<file path="src/rtl/rvm_shift_iter_pkg.sv">
// Shared opcodes and FSM states for the iterative shifter/rotator.
// Included by rvm_shift_step and rvm_shift_iter.
package rvm_shift_iter_pkg;

  localparam logic [2:0] RVM_SHIFT_NOP = 3'b000;
  localparam logic [2:0] RVM_SHIFT_SLL = 3'b001;
  localparam logic [2:0] RVM_SHIFT_SRL = 3'b010;
  localparam logic [2:0] RVM_SHIFT_SRA = 3'b011;
  localparam logic [2:0] RVM_SHIFT_ROL = 3'b100;
  localparam logic [2:0] RVM_SHIFT_ROR = 3'b101;

  typedef enum logic [1:0] {
    RVM_SHIFT_ITER_IDLE = 2'b00,
    RVM_SHIFT_ITER_BUSY = 2'b01,
    RVM_SHIFT_ITER_DONE = 2'b10
  } rvm_shift_iter_state_e;

  typedef struct packed {
    logic [2:0] op;
    logic       sign;
  } rvm_shift_ctl_t;

  function automatic logic is_shift(input logic [2:0] op);
    return (op >= RVM_SHIFT_SLL) && (op <= RVM_SHIFT_ROR);
  endfunction

endpackage

</file>
<file path="src/rtl/rvm_shift_step.sv">
// One combinational shift/rotate step of up to STEP bit positions.
// Reserved/NOP opcodes pass the accumulator through.
module rvm_shift_step
  import rvm_shift_iter_pkg::*;
#(
  parameter int XLEN = 32,
  parameter int STEP = 4
) (
  input  logic [XLEN-1:0]          acc,
  input  logic [$clog2(STEP):0]    n,
  input  logic [2:0]               op,
  input  logic                     sign,
  output logic [XLEN-1:0]          acc_next
);

  localparam int AW = $clog2(XLEN) + 1;

  logic [AW-1:0] amt;
  logic [AW-1:0] inv;

  assign amt = AW'(n);
  assign inv = AW'(XLEN) - amt;

  always_comb begin
    acc_next = acc;
    unique case (1'b1)
      (op == RVM_SHIFT_SLL): acc_next = acc << amt;
      (op == RVM_SHIFT_SRL): acc_next = acc >> amt;
      (op == RVM_SHIFT_SRA):
        acc_next = XLEN'($signed({sign, acc}) >>> amt);
      (op == RVM_SHIFT_ROL):
        acc_next = (acc << amt) | (acc >> inv);
      (op == RVM_SHIFT_ROR):
        acc_next = (acc >> amt) | (acc << inv);
      default: acc_next = acc;
    endcase
  end

endmodule

</file>
<file path="src/rtl/rvm_shift_iter.sv">
// Multi-cycle shifter/rotator: STEP positions per clock,
// valid/ready request and response handshakes.
module rvm_shift_iter
  import rvm_shift_iter_pkg::*;
#(
  parameter int XLEN = 32,
  parameter int STEP = 4,
  localparam int SHAMT_W = $clog2(XLEN)
) (
  input  logic               clk,
  input  logic               resetn,
  input  logic               flush,
  input  logic               req_valid,
  output logic               req_ready,
  input  logic [2:0]         req_op,
  input  logic [XLEN-1:0]    req_lhs,
  input  logic [SHAMT_W-1:0] req_rhs,
  output logic               rsp_valid,
  input  logic               rsp_ready,
  output logic [XLEN-1:0]    rsp_result
);

  localparam int NW = $clog2(STEP) + 1;
  localparam int RW = SHAMT_W + 1;

  rvm_shift_iter_state_e state_q, state_d;
  logic [XLEN-1:0]    acc_q, acc_d;
  logic [SHAMT_W-1:0] rem_q, rem_d;
  rvm_shift_ctl_t     ctl_q, ctl_d;

  logic [NW-1:0]   n_step;
  logic [XLEN-1:0] acc_step;

  // Clamp this cycle's distance to what the step network can do.
  always_comb begin
    if ({1'b0, rem_q} >= RW'(STEP))
      n_step = NW'(STEP);
    else
      n_step = NW'(rem_q);
  end

  rvm_shift_step #(
    .XLEN(XLEN),
    .STEP(STEP)
  ) u_step (
    .acc      (acc_q),
    .n        (n_step),
    .op       (ctl_q.op),
    .sign     (ctl_q.sign),
    .acc_next (acc_step)
  );

  always_ff @(posedge clk or negedge resetn) begin
    if (!resetn) begin
      state_q <= RVM_SHIFT_ITER_IDLE;
      acc_q   <= '0;
      rem_q   <= '0;
      ctl_q   <= '{op: RVM_SHIFT_NOP, sign: 1'b0};
    end else begin
      state_q <= state_d;
      acc_q   <= acc_d;
      rem_q   <= rem_d;
      ctl_q   <= ctl_d;
    end
  end

  always_comb begin
    state_d = state_q;
    acc_d   = acc_q;
    rem_d   = rem_q;
    ctl_d   = ctl_q;
    if (flush) begin
      state_d = RVM_SHIFT_ITER_IDLE;
    end else begin
      unique case (state_q)
        RVM_SHIFT_ITER_IDLE: begin
          if (req_valid) begin
            acc_d      = is_shift(req_op) ? req_lhs : '0;
            rem_d      = req_rhs;
            ctl_d.op   = req_op;
            ctl_d.sign = req_lhs[XLEN-1];
            if (is_shift(req_op) && (req_rhs != '0))
              state_d = RVM_SHIFT_ITER_BUSY;
            else
              state_d = RVM_SHIFT_ITER_DONE;
          end
        end
        RVM_SHIFT_ITER_BUSY: begin
          acc_d = acc_step;
          rem_d = rem_q - SHAMT_W'(n_step);
          if (rem_d == '0)
            state_d = RVM_SHIFT_ITER_DONE;
        end
        RVM_SHIFT_ITER_DONE: begin
          if (rsp_ready)
            state_d = RVM_SHIFT_ITER_IDLE;
        end
        default: state_d = RVM_SHIFT_ITER_IDLE;
      endcase
    end
  end

  assign req_ready  = (state_q == RVM_SHIFT_ITER_IDLE);
  assign rsp_valid  = (state_q == RVM_SHIFT_ITER_DONE);
  assign rsp_result = rsp_valid ? acc_q : '0;

endmodule

</file>
<file path="config.mk">
export PLATFORM = sky130hd
export DESIGN_NAME = rvm_shift_iter
export DESIGN_NICKNAME = d
export VERILOG_FILES = /design/src/rtl/rvm_shift_iter_pkg.sv /design/src/rtl/rvm_shift_step.sv /design/src/rtl/rvm_shift_iter.sv
export SDC_FILE = /design/constraint.sdc
export NUM_CORES = 1
export LEC_CHECK = 0
export ABC_CLOCK_PERIOD_IN_PS = 3900
export CAP_MARGIN = 20
export CORE_UTILIZATION = 42
export DETAILED_ROUTE_END_ITERATION = 8
export PLACE_DENSITY = 0.69
export SLEW_MARGIN = 0
export SYNTH_ARGS = -nofsm -noshare
export SYNTH_HDL_FRONTEND = slang
export SYNTH_SLANG_ARGS = --single-unit
</file>
<file path="constraint.sdc">
create_clock -name clk -period 3.9 [get_ports clk]
set_input_delay 0.78 -clock clk [delete_from_list [all_inputs] [get_ports clk]]
set_output_delay 0.78 -clock clk [all_outputs]
set_load 0.03 [all_outputs]
</file>
==> impl_results.md, run 1 <==
* Grt ovf at 0
* Most used DFF post-synth: dfrtp_1
* Avg Inst Size Synth at roughly 6.9 sq um
* Fmax at about 280 MHz
* Minimum clock period at 3.529 ns
* Routed length on met3 at around 4.3 mm
* Hold_buf cts at 0
* I/O pin count at 79
* Met2 WL at approximately 16 mm
* Vias/cell at around 7.1
* Largest stage delay on the critical path at between 0.6 and 0.7 ns
* Slew Limit Fails at 0
* Synth Register Bits at 43
* Post-Syn Instances at 1,025
* Post-CTS Resized at 0
* H-tree lvl count at 2
* Netlist cell types at 80
* Core Area at 16,580 sq um
* Uppermost layer routed: met4
* Pwr per Cell Area at about 900 nW/um^2
* Longest Clk Path Bufs at 2
* Critical path cell sequence: or3_2 > buf_4 > buf_4 > o21ai_0 > a221oi_1 > a311oi_1 > o311ai_0 > buf_4 > a22o_1
* Critical Path AT at between 3 and 4 ns
* Synth top area cells: dfrtp_1 (15%), mux2i_1 (9.4%), a21oi_1 (7.2%)
* Site Rows at between 40 and 50
* Placer Congestion at between 1 and 1.5
* Die width at roughly 130 microns
* Most frequent cell on the critical path: buf_4
* Port bufs at 78
* Share of cells above drive strength 1 at between 10% and 20%
* Initial antenna violation count at 1
* First-pass GRT wire length at about 55 mm
* EDFF count, synth at 0
* Vias in the first global route at approximately 8,500
* Critical path's slowest cell: o311ai_0
* Post-CTS setup buffers at 0
* Post-synthesis async set-or-reset flop share at 100.0%
* Crit. End Element: flop
* Total track usage at 41.94%
* WL final at around 37 mm
* Placed inst area at ~8000 sq um
* Die Y at around 130 microns
* Area leader, netlist: dfrtp_1
* Top cell type's share of synthesized area at between 10% and 20%
* Die area at 17,470 sq um
* Register area share after synthesis at approximately 15%
* Crit path kind: flop to flop
* Vias after detailed routing at roughly 9,000
* Final nets at approximately 1,100
* Initial core utilization at between 40 and 50%
* WHS at about 0.56 ns
* Ys Warns at 0
* Least-Margin Pin Slew at 1.030 ns
* Setup TNS at 0 ns
* HPWL after DPL at 25.88 mm
* Inserted Clock Buffers at 5
* Area Growth Syn to Fin at 17.37%
* # clock sinks at between 40 and 50
* M1 WL at 14.62 mm
* Final setup vio count at 0
* Clk_lat worst skew at 0.31 ns
* Drt initial violations at between 1,000 and 1,500
* Leak pwr at about 0.0031 uW
* Max Cap Viol at 0
* Final period util at around nine tenths
* Unrepaired setup endpoints after global routing: no
* Final Skew at 0.01104 ns
* Wire per inst at between 20 and 30 microns
* Worst path required time at between 4 and 5 ns
* Root Buffer: clkbuf_16
* Outcome: finished, final reports clean
* Cell Area, Synth at ~7000 sq um
* DR DRC count at 0
* CP max FO at 39
* Hold Crit Class: input pin to asynchronous set/reset pin
* Worst IR drop on VDD at between 0.3 and 0.4 mV
* Startpoint types: flop
* CTS tree: done
* Finished Cell Area at 8353 sq um
* Largest net degree at the start of global routing at 69
* Post-route ant nets at 0
* Slew HR at 31.28%
* Reg clk slew, reported paths at approximately 0.08 ns
* DRT Pass-1 Iters at 5
* Final Hold Fails at 0
* Syn nets at roughly 1,100
==> power by group <==
part,internal [uW],switching [uW],total (uW),leakage (uW)
logic,2110,3630,5740,0.00254
clock network,258,230,487,0.0000731
registers,626,708,1330,0.000531
==> worst max-delay path, delay by kind of cell (launching register included) <==
| family | cells | cell delay (ns) |
|---|---|---|
| compound gates | 5 | 1.60 |
| buf+inv | 3 | 1.03 |
| flops | 1 | 0.60 |
| simple gates | 1 | 0.22 |
==> path summary, 6_finish.rpt <==
path	start	to	slack [ns]	depth (start not counted)
hold / removal	resetn	ctl_q[1]	0.56	1
min in group clk	ctl_q[0]	ctl_q[0]	0.66	1
max in group asynchronous	resetn	acc_q[10]	2.51	2
setup / recovery	rem_q[2]	acc_q[28]	0.37	9
hold reg to reg	ctl_q[0]	ctl_q[0]	0.66	1
setup reg to reg	rem_q[2]	acc_q[28]	0.37	9
==> cells by family after synthesis <==
family / share of synthesized area (%)
compound gates: 32.82
xor+xnor: 0.8441
fa+ha+maj: 0.5275
buf+inv: 8.544
flops: 15.12
mux: 16.33
other cells: 0.05269
simple gates: 25.76
==> cells in the mapped netlist, types with 8 or more instances <==
| library cell | n |
|---|---|
| nand2_1 | 119 |
| o31a_1 | 8 |
| nand3_1 | 60 |
| nor2_1 | 69 |
| o211ai_1 | 21 |
| buf_2 | 25 |
| a221oi_1 | 13 |
| nor2b_1 | 10 |
| a31oi_1 | 26 |
| o21ai_0 | 67 |
| mux2i_1 | 67 |
| and2_1 | 34 |
| mux2_2 | 19 |
| dfrtp_1 | 43 |
| a211oi_1 | 19 |
| mux4_2 | 11 |
| o22ai_1 | 9 |
| and3_1 | 13 |
| a21oi_1 | 103 |
| clkbuf_1 | 84 |
| buf_1 | 9 |
| a211o_1 | 9 |
| nor3_1 | 30 |
==> flip-flops by register name, indices dropped and copies added (netlist names) <==
signal	count
state_q	2
rem_q	5
acc_q	32
ctl_q	4
==> metal layers <==
layer / vias up / GRT usage, %
met1: 4260 / 54.97
met3: 157 / 9.496
met5: - / 0
met2: 732 / 62.70
li1: 3888 / -
met4: 0 / 25.29
==> metrics by stage <==
step           total power (uW)  setup WS (ns)  utilization [%]  cells
4_1_cts                    7275         0.5092            50.34   1272
6_report                   7557         0.3707            50.37   1274
3_3_place_gp               6787         0.5593            49.40   1264
2_1_floorplan              4679         0.5044                -   1025
3_5_place_dp               6779         0.5250            49.40   1264
5_1_grt                    7848         0.2905            50.34   1272
==> cells in the final DEF (no fill, tap or decap), types with 30 or more instances in the layout <==
cell type | synthesis | layout
nand2_1 | 119 | 119
a21oi_1 | 103 | 102
clkdlybuf4s50_1 | 0 | 77
nor2_1 | 69 | 68
buf_4 | 7 | 68
o21ai_0 | 67 | 67
mux2i_1 | 67 | 67
nand3_1 | 60 | 60
dfrtp_1 | 43 | 42
and2_1 | 34 | 34
nor3_1 | 30 | 30
==> layout make-up <==
cell class,instances,area [sq um]
diodes,2,5.005
repair buffers,149,1346
flip-flops and latches,43,1077
multi-input cells,842,5456
fillers,1741,8230
clock buffers,6,138.9
well taps,220,275.3
inverters,10,37.54
clock inverters,2,16.27
(Power assumes the default switching activity.)
==> inputs of run 2 (changes only) <==
--- a/config.mk
+++ b/config.mk
@@ -9,6 +9,7 @@
 export CAP_MARGIN = 20
 export CORE_UTILIZATION = 42
 export DETAILED_ROUTE_END_ITERATION = 8
+export GPL_ROUTABILITY_DRIVEN = 0
 export PLACE_DENSITY = 0.69
 export SLEW_MARGIN = 0
 export SYNTH_ARGS = -nofsm -noshare
==> run 2 against run 1 <==
  * Count of clock-buffer cells in the layout is 1 lower
  * First-iteration DRC count is 53% higher
  * Highest routed layer is now met5
  * Critical endpoint is now acc_q[18]
  * Utilization down 1.1 points
  * Global-route usage shrank 6.0 points
  * Design area down 2.2%
  * Critical path depth down 1
  * Maximum frequency decreased by 4.1%
  * Clock power increased by 24%
==> impl_results.md, run 2 (synthesized netlist as in run 1, its figures left out) <==
* Most frequent cells in the layout: nand2_1 (119), a21oi_1 (102), clkdlybuf4s50_1 (77), nor2_1 (68)
* Clock network fraction of total power at under 10%
* CP max FO at 51
* Drt initial violations at between 1,500 and 2,000
* Uppermost layer routed: met5
* Gate power share at 72.7%
* CTS tree: done
* H-tree lvl count at 2
* First-pass GRT wire length at roughly 49 mm
* Post-CTS Resized at 0
* Port bufs at slightly below 80
* Pwr per Cell Area at approximately 880 nW/um^2
* Vias in the first global route at 8,063
* Core Area at between 15,000 and 20,000 sq um
* Max Cap Viol at 0
* Final Hold Fails at 0
* Number of flip-flops in the largest register at 32
* Final setup vio count at 0
* Initial antenna violation count at 0
* Reg clk slew, reported paths at 0.08 ns
* Met2 WL at 13.15 mm
* Top reg by flops: acc_q
* Grt ovf at 0
* Critical Path AT at slightly below 4 ns
* Routed length on met3 at 4.877 mm
* I/O pin count at between 70 and 80
* Startpoint types: flop
* Largest regs: acc_q: 32 flops, rem_q: 5 flops, ctl_q: 4 flops
* Crit. End Element: flop
* Vias/cell at approximately 7.3
* Hold_buf cts at 0
* Sequential power share at around a fifth
* Slew HR at ~28%
* Total track usage at a little over a third
* # clock sinks at 43
* WL final at 32.04 mm
* Longest Clk Path Bufs at 2
* HPWL after DPL at 21.54 mm
* Final nets at 1,069
* Net Sw Frac at 59.33%
* Die area at approximately 17,000 sq um
* Inserted Clock Buffers at 5
* Crit path kind: flop to flop
* Largest net degree at the start of global routing at 69
* Commonest non-fill, non-tap cell in the layout: nand2_1
* Final period util at 94.34%
* Post-route ant nets at 0
* WHS at 0.4205 ns
* Vias after detailed routing at between 9,000 and 10,000
* Leak pwr at 0.003027 uW
* DR DRC count at 0
* Die Y at 132.2 microns
* Least-Margin Pin Slew at approximately 1.1 ns
* Hold Crit Class: input pin to asynchronous set/reset pin
* Initial core utilization at approximately 43%
* Post-CTS setup buffers at 0
* DRT Pass-1 Iters at 7
* Worst path required time at approximately 4.2 ns
* Root Buffer: clkbuf_16
* Switching power at between 4000 and 5000 uW
* Clk_lat worst skew at around 0.32 ns
* Ant diodes at 0
* Slew Limit Fails at 0
* Wire per inst at 25.79 microns
* Fmax at about 270 MHz
* Unrepaired setup endpoints after global routing: no
* M1 WL at 11.99 mm
* Area Growth Syn to Fin at 14.84%
* Die width at around 130 microns
* Outcome: finished, final reports clean
* Worst IR drop on VDD at 0.5254 mV
* Minimum clock period at 3.679 ns
* Setup TNS at 0 ns
* Final Skew at about 0.013 ns
* Internal Power at 2935 uW
* Site Rows at 47
* Share of cells above drive strength 1 at about a tenth
[run 2: cell count changes in the layout (fill, tap and decap cells not counted), sizes merged]
cell	change
bufinv	+2
buf	-30
clkbuf	-1
clkinv	-1
diode	-2
[run 2: metrics by stage]
step	total power (uW)	instances	setup WS (ns)	utilization [%]	cell area [sq um]
floorplan	4679	1025	0.5044	-	7117
global placement	6245	1234	0.5532	48.12	7980
CTS	6859	1242	0.4534	49.28	8173
finish	7216	1242	0.2207	49.28	8173
global route	7477	1242	0.2372	49.28	8173
detailed placement	6256	1234	0.4605	48.12	7980
[run 2: final cells by class]
class	instances	area (sq um)
Fill cell	1697	8411
Multi-Input combinational cell	842	5456
Clock inverter	3	67.56
Clock buffer	5	125.1
Tap cell	220	275.3
Timing Repair Buffer	119	1134
Inverter	10	37.54
Sequential cell	43	1077
[run 2: worst max-delay path: stages (launching register included)]
cell	delay [ns]
dfrtp_2	0.38
buf_4	0.29
buf_4	0.57
or4_4	0.41
o21ai_1	0.19
nor2_1	0.78
nand3_1	0.26
a21oi_1	0.50
o31a_1	0.20
[run 2: metal layers]
metal	track usage, %	vias to the layer above
met5	0	-
met4	18.90	2
met3	9.996	221
met2	52.15	844
met1	48.42	4121
li1	-	3818
[run 2: power groups by stage]
stage	Combinational (uW)	Clock [uW]	Sequential (uW)
floorplan	3950	0	734
global placement	4920	0	1320
detailed placement	4940	0	1310
CTS	4960	590	1310
global route	5500	606	1370
finish	5250	603	1360
[run 2: worst paths after layout]
kind                            startpoint        end  slack, ns  depth (start not counted)
min in group clk                  ctl_q[0]   ctl_q[0]       0.64                          1
worst max register to register    rem_q[1]  acc_q[18]       0.22                          8
max in group asynchronous           resetn  acc_q[18]       2.66                          2
worst min register to register    ctl_q[0]   ctl_q[0]       0.64                          1
worst max-delay path              rem_q[1]  acc_q[18]       0.22                          8
worst min-delay path                resetn   ctl_q[2]       0.42                          1
